`src/rtl/univ_shift_reg_if.sv`:
```
// Control/data bundle for the universal shift register: the driver side
// supplies mode and serial/parallel inputs, and the register side returns its state.
interface univ_shift_reg_if #(
    parameter int WIDTH = 8
);
    localparam int CW = $clog2(WIDTH + 1);

    logic             en;
    logic [2:0]       mode;
    logic [WIDTH-1:0] d;
    logic             sin_r;
    logic             sin_l;
    logic [WIDTH-1:0] q;
    logic             sout_l;
    logic             sout_r;
    logic [CW-1:0]    count;
    logic             done;

    modport master (
        output en, mode, d, sin_r, sin_l,
        input  q, sout_l, sout_r, count, done
    );

    modport slave (
        input  en, mode, d, sin_r, sin_l,
        output q, sout_l, sout_r, count, done
    );
endinterface

```
`src/rtl/univ_shift_reg.sv`:
```
// WIDTH-bit universal shift register (hold/load/shift/rotate/clear) with a
// saturating shift counter and a registered done flag.
module univ_shift_reg #(
    parameter int               WIDTH       = 8,
    parameter logic [WIDTH-1:0] RESET_VALUE = '0
) (
    input logic              clk,
    input logic              reset,
    univ_shift_reg_if.slave  bus
);
    localparam int CW = $clog2(WIDTH + 1);
    localparam logic [CW-1:0] CNT_FULL = CW'(WIDTH);

    typedef enum logic [2:0] {
        MODE_HOLD = 3'b000,
        MODE_LOAD = 3'b001,
        MODE_SHL  = 3'b010,
        MODE_SHR  = 3'b011,
        MODE_ROL  = 3'b100,
        MODE_ROR  = 3'b101,
        MODE_CLR  = 3'b110,
        MODE_RSVD = 3'b111
    } mode_e;

    mode_e            mode;
    logic [WIDTH-1:0] q_r, q_next;
    logic [CW-1:0]    cnt_r, cnt_next;
    logic             done_r;
    logic             shifting;

    assign mode = mode_e'(bus.mode);

    always_comb begin
        q_next   = q_r;
        cnt_next = cnt_r;
        shifting = 1'b0;
        unique case (mode)
            MODE_LOAD: begin
                q_next   = bus.d;
                cnt_next = '0;
            end
            MODE_SHL: begin
                q_next   = {q_r[WIDTH-2:0], bus.sin_r};
                shifting = 1'b1;
            end
            MODE_SHR: begin
                q_next   = {bus.sin_l, q_r[WIDTH-1:1]};
                shifting = 1'b1;
            end
            MODE_ROL: begin
                q_next   = {q_r[WIDTH-2:0], q_r[WIDTH-1]};
                shifting = 1'b1;
            end
            MODE_ROR: begin
                q_next   = {q_r[0], q_r[WIDTH-1:1]};
                shifting = 1'b1;
            end
            MODE_CLR: begin
                q_next   = '0;
                cnt_next = '0;
            end
            MODE_HOLD, MODE_RSVD: begin
                q_next   = q_r;
                cnt_next = cnt_r;
            end
            default: begin
                q_next   = q_r;
                cnt_next = cnt_r;
            end
        endcase
        // Counter saturates at WIDTH while the data path keeps shifting.
        if (shifting && (cnt_r != CNT_FULL)) begin
            cnt_next = cnt_r + 1'b1;
        end
    end

    always_ff @(posedge clk) begin
        if (!reset) begin
            q_r    <= RESET_VALUE;
            cnt_r  <= '0;
            done_r <= 1'b0;
        end else if (bus.en) begin
            q_r    <= q_next;
            cnt_r  <= cnt_next;
            done_r <= (cnt_next == CNT_FULL);
        end
    end

    assign bus.q      = q_r;
    assign bus.count  = cnt_r;
    assign bus.done   = done_r;
    assign bus.sout_l = q_r[WIDTH-1];
    assign bus.sout_r = q_r[0];
endmodule

```
`src/flat_wrapper.sv`:
```
// flat-port wrapper written by rule: the top's interface ports become plain ports
module univ_shift_reg_flat 
#(
    parameter int               WIDTH       = 8,
    parameter logic [WIDTH-1:0] RESET_VALUE = '0
)
  (clk, reset, bus_en, bus_mode, bus_d, bus_sin_r, bus_sin_l, bus_q, bus_sout_l, bus_sout_r, bus_count, bus_done);
  univ_shift_reg_if #(.WIDTH(WIDTH)) bus_i ();
  input logic clk;
  input logic reset;
  input wire logic [$bits(bus_i.en)-1:0] bus_en;
  input wire logic [$bits(bus_i.mode)-1:0] bus_mode;
  input wire logic [$bits(bus_i.d)-1:0] bus_d;
  input wire logic [$bits(bus_i.sin_r)-1:0] bus_sin_r;
  input wire logic [$bits(bus_i.sin_l)-1:0] bus_sin_l;
  output wire logic [$bits(bus_i.q)-1:0] bus_q;
  output wire logic [$bits(bus_i.sout_l)-1:0] bus_sout_l;
  output wire logic [$bits(bus_i.sout_r)-1:0] bus_sout_r;
  output wire logic [$bits(bus_i.count)-1:0] bus_count;
  output wire logic [$bits(bus_i.done)-1:0] bus_done;
  assign bus_i.en = bus_en;
  assign bus_i.mode = bus_mode;
  assign bus_i.d = bus_d;
  assign bus_i.sin_r = bus_sin_r;
  assign bus_i.sin_l = bus_sin_l;
  assign bus_q = bus_i.q;
  assign bus_sout_l = bus_i.sout_l;
  assign bus_sout_r = bus_i.sout_r;
  assign bus_count = bus_i.count;
  assign bus_done = bus_i.done;
  univ_shift_reg #(.WIDTH(WIDTH), .RESET_VALUE(RESET_VALUE)) u_core (.clk(clk), .reset(reset), .bus(bus_i));
endmodule
```
`config.mk`:
```
export PLATFORM = sky130hd
export DESIGN_NAME = univ_shift_reg_flat
export DESIGN_NICKNAME = d
export VERILOG_FILES = /design/src/rtl/univ_shift_reg_if.sv /design/src/rtl/univ_shift_reg.sv /design/src/flat_wrapper.sv
export SDC_FILE = /design/constraint.sdc
export NUM_CORES = 1
export LEC_CHECK = 0
export CELL_PAD_IN_SITES_DETAIL_PLACEMENT = 1
export CELL_PAD_IN_SITES_GLOBAL_PLACEMENT = 2
export CORE_AREA = 2 2 66 68
export CTS_CLUSTER_SIZE = 24
export DETAILED_ROUTE_END_ITERATION = 7
export DIE_AREA = 0 0 68 70
export GPL_TIMING_DRIVEN = 0
export PLACE_DENSITY = 0.76
export SYNTH_ARGS = -nofsm -noshare
export SYNTH_HDL_FRONTEND = slang
export SYNTH_SLANG_ARGS = --single-unit
```
`constraint.sdc`:
```
create_clock -name clk -period 1.95 [get_ports clk]
set_input_delay 0.585 -clock clk [delete_from_list [all_inputs] [get_ports clk]]
set_output_delay 0.585 -clock clk [all_outputs]
set_load 0.01 [all_outputs]
```
==> flow_summary_export.csv <==
group,metric,value,unit
cells_and_area,final_nets,168,
clock_tree,root_buffer,"clkbuf_8",
detailed_routing,vias,994,
timing,finalSetupTns,0,ps
place,place_ws,-366,ps
run,cap_violations,0,
grt,antenna_found_initial,0,
place,port_buffers,29,
power,p_leak,0.536,nW
cells_and_area,instances_no_fill,201,
critical_path,critPathLaunchType,"input pin",
timing,finalHoldViolations,0,
synthesis,synthCells,116,
clock_tree,clock_sinks,13,
cells_and_area,final_area,0.00142,mm²
detailed_routing,routed_wl,3190,µm
hold_path,hp-start,"u_core.bus.done",
critical_path,path_class,"in2reg",
grt,use_met3,2.58,%
detailed_routing,dr.pass1.iters,4,
power,worst_ir_drop_vdd,0.000416,V
clock_tree,cts_tree,"yes",
timing,fin_crit_sh,97.1,%
clock_tree,worstSkewPairLatency,250,ps
synthesis,async_reset_ff_share,0,%
clock_tree,clk_path_buf_depth,2,
grt,first_global_vias,1024,
power,switching_power,0.000260,W
clock_tree,clk_pin_slew,60,ps
hold_path,holdPathStages,2,
cells_and_area,antennaDiodeCount,0,
timing,fmax,0.528,GHz
cells_and_area,area_delta_synth_final,46.6,%
detailed_routing,avgRoutedWirePerCell,15.9,µm
cells_and_area,nFillCells,512,
synthesis,synthXorXnorAreaFrac,6.48,%
timing,worst_slack,56.2,ps
clock_tree,h-tree-depth,1,
clock_tree,cts_buffers,3,
cells_and_area,regArea,265,µm²
place,gp_congestion,0.787,
hold_path,hold_end,"u_core.bus.done",
cells_and_area,drive_gt1_share,18.1,%
power,internal-power,0.000576,W
power,p_clk_share,30.0,%
synthesis,syn_nets,134,
critical_path,ff2ff_setup_slack,350,ps
critical_path,worstRegToRegCells,6,
timing,drv_slew,0,
critical_path,critPathArrivalTime,2020,ps
timing,hold_ws,483,ps
detailed_routing,drc,0,
hold_path,hp-class,"reg2reg",
floorplanning,dieArea,0.00476,mm²
critical_path,r2r-end,"u_core.bus.count[2]",
critical_path,r2r_start,"u_core.bus.count[0]",
grt,grt_overflow,0,
critical_path,crit_path_end_kind,"register",
critical_path,crit_required,2070,ps
detailed_routing,vias_per_cell,4.95,
synthesis,synthAdderAreaFrac,2.59,%
timing,final.min_clock_period,1890,ps
detailed_routing,ant_nets,0,
place,dpl.cell_count,197,
power,power.density,590,mW/mm²
synthesis,synth_area,966,µm²
timing,fin_skew,7.23,ps
floorplanning,die_x,68,µm
grt,grtUsageTotal,14.2,%
grt,grt_first_pass_wirelength,5100,µm
place,hpwl,2390,µm
synthesis,synth_compound_area_share,22.4,%
floorplanning,core,0.00414,mm²
run_status,status,"finished clean",
critical_path,path_max_fanout,10,
floorplanning,boundaryPins,31,
grt,grt_max_degree,11,
timing,relSlewSlack,73.8,%
cells_and_area,multi_input_area,636,µm²
synthesis,synth.distinct_cells,42,
floorplanning,initial_core_util,23.3,%
synthesis,synth_mux_area_share,8.29,%
synthesis,syn_area_per_cell,8.33,µm²
detailed_routing,drtIter0Drc,23,
synthesis,ys_dominant_reg_cell,"dfxtp_1",
place,placed_area,0.00132,mm²
power,p_sw_share,31.1,%
synthesis,ys_ff_latch,13,
power,combinationalPowerShare,32.8,%
critical_path,startpoint,"bus_mode[2]",
synthesis,seq_area_frac_synth,26.9,%
grt,met1_usage,18.6,%
synthesis,synth_edf_count,0,
floorplanning,chipHeight,70,µm
timing,grt_setup_unrepaired,"no",
grt,gr-usage-met2,23.5,%
synthesis,synth-simple-area-share,23.3,%
floorplanning,row_count,24,
clock_tree,ctsHoldBuffers,0,
synthesis,ys_warn_count,0,
timing,setup_violations,0,
synthesis,synth_top_family_by_area,"simple AND/OR/NAND/NOR gates",
grt,grt_busiest_layer,"met2",
timing,worstMarginPinSlew,392,ps
power,sequentialPowerShare,37.2,%
registers in the layout (all words and copies together) (netlist names):
register,flops
u_core.bus.done,1
u_core.bus.q,8
u_core.bus.count,4
layout make-up:
| type | instances | share of cell area [%] |
|---|---|---|
| timing repair buffer | 30 | 21.8 |
| buffer | 9 | 5.48 |
| tap | 52 | 4.59 |
| sequential | 13 | 18.7 |
| multi-input combinational | 88 | 44.9 |
| clock buffer | 4 | 3.18 |
| inverter | 5 | 1.33 |
cell usage after synthesis, types with 2 or more instances:
cell	n	area [µm²]
nor2_1	15	56.3
dfxtp_1	13	260
a21oi_1	9	45.0
mux2i_1	8	80.1
a211oi_1	7	52.6
nand2_1	7	26.3
nor3_1	5	25.0
inv_1	4	15.0
a221oi_1	3	26.3
buf_4	3	22.5
nand3_1	3	15.0
xnor2_1	3	26.3
and3b_1	2	17.5
buf_2	2	10.0
buf_6	2	22.5
ha_1	2	25.0
nor3b_1	2	15.0
o32ai_1	2	17.5
routing by layer:
metal	share of wire (%)	wire (µm)
met2	51	1620
met4	0.85	27
met3	3.2	101
met5	0	0
met1	45	1450
how the worst max path moves through the flow:
stage | cells past startpoint | end
finish | 8 | u_core.bus.q[7]
global route | 8 | u_core.bus.q[7]
CTS | 7 | u_core.bus.q[4]
detailed placement | 7 | u_core.bus.q[4]
global placement | 7 | u_core.bus.q[4]
floorplan | 6 | u_core.bus.q[1]
cells in the final DEF (no fill, tap or decap), types with 2 or more instances in the layout:
master / synthesis / final
clkbuf_8: 1 / 4
nand3_1: 3 / 3
o32ai_1: 2 / 2
a221oi_2: 0 / 2
buf_6: 2 / 3
nor3_1: 5 / 4
and3b_1: 2 / 2
xnor2_1: 3 / 3
ha_1: 2 / 2
clkdlybuf4s50_1: 0 / 28
dfxtp_2: 0 / 4
buf_2: 2 / 2
nand2_1: 7 / 7
a21oi_1: 9 / 9
dfxtp_1: 13 / 9
buf_4: 3 / 2
mux2i_1: 8 / 8
inv_1: 4 / 4
nor2_1: 15 / 14
nor3b_1: 2 / 2
a211oi_1: 7 / 7
nor3_4: 1 / 2
cells by family after synthesis:
group	Yosys count
mux	8
compound gates	31
flops	13
simple gates	42
buf+inv	15
xor+xnor	5
fa+ha+maj	2
power groups by stage:
stage                     registers, W  clock network (W)  logic, W
final                         0.000311           0.000251  0.000274
after global routing          0.000315           0.000273  0.000299
after CTS                     0.000310           0.000261  0.000269
after detailed placement      0.000316                  0  0.000260
after global placement        0.000315                  0  0.000253
after floorplan               0.000317                  0  0.000142
per-stage QoR:
step	utilization, %	power, W
global route	34.2	0.000887
detailed placement	31.9	0.000576
CTS	33.5	0.000840
floorplan	-	0.000459
finish	34.2	0.000836
global placement	31.9	0.000568
worst max-delay path, stage by stage:
cell             delay [ps]
clkdlybuf4s50_1         440
clkbuf_8                200
nor3_4                  250
nor3_4                   70
buf_12                  140
buf_6                   130
o21ai_1                 130
a21oi_1                  60
what timing repair did:
action                     in CTS  in global routing
setup endpoints to repair       8                 13
cloned                          0                  0
gates resized for setup         3                  8
pin swaps                       1                  0
buffers inserted                1                  0
Note: power is estimated with default switching activity, not from simulation.
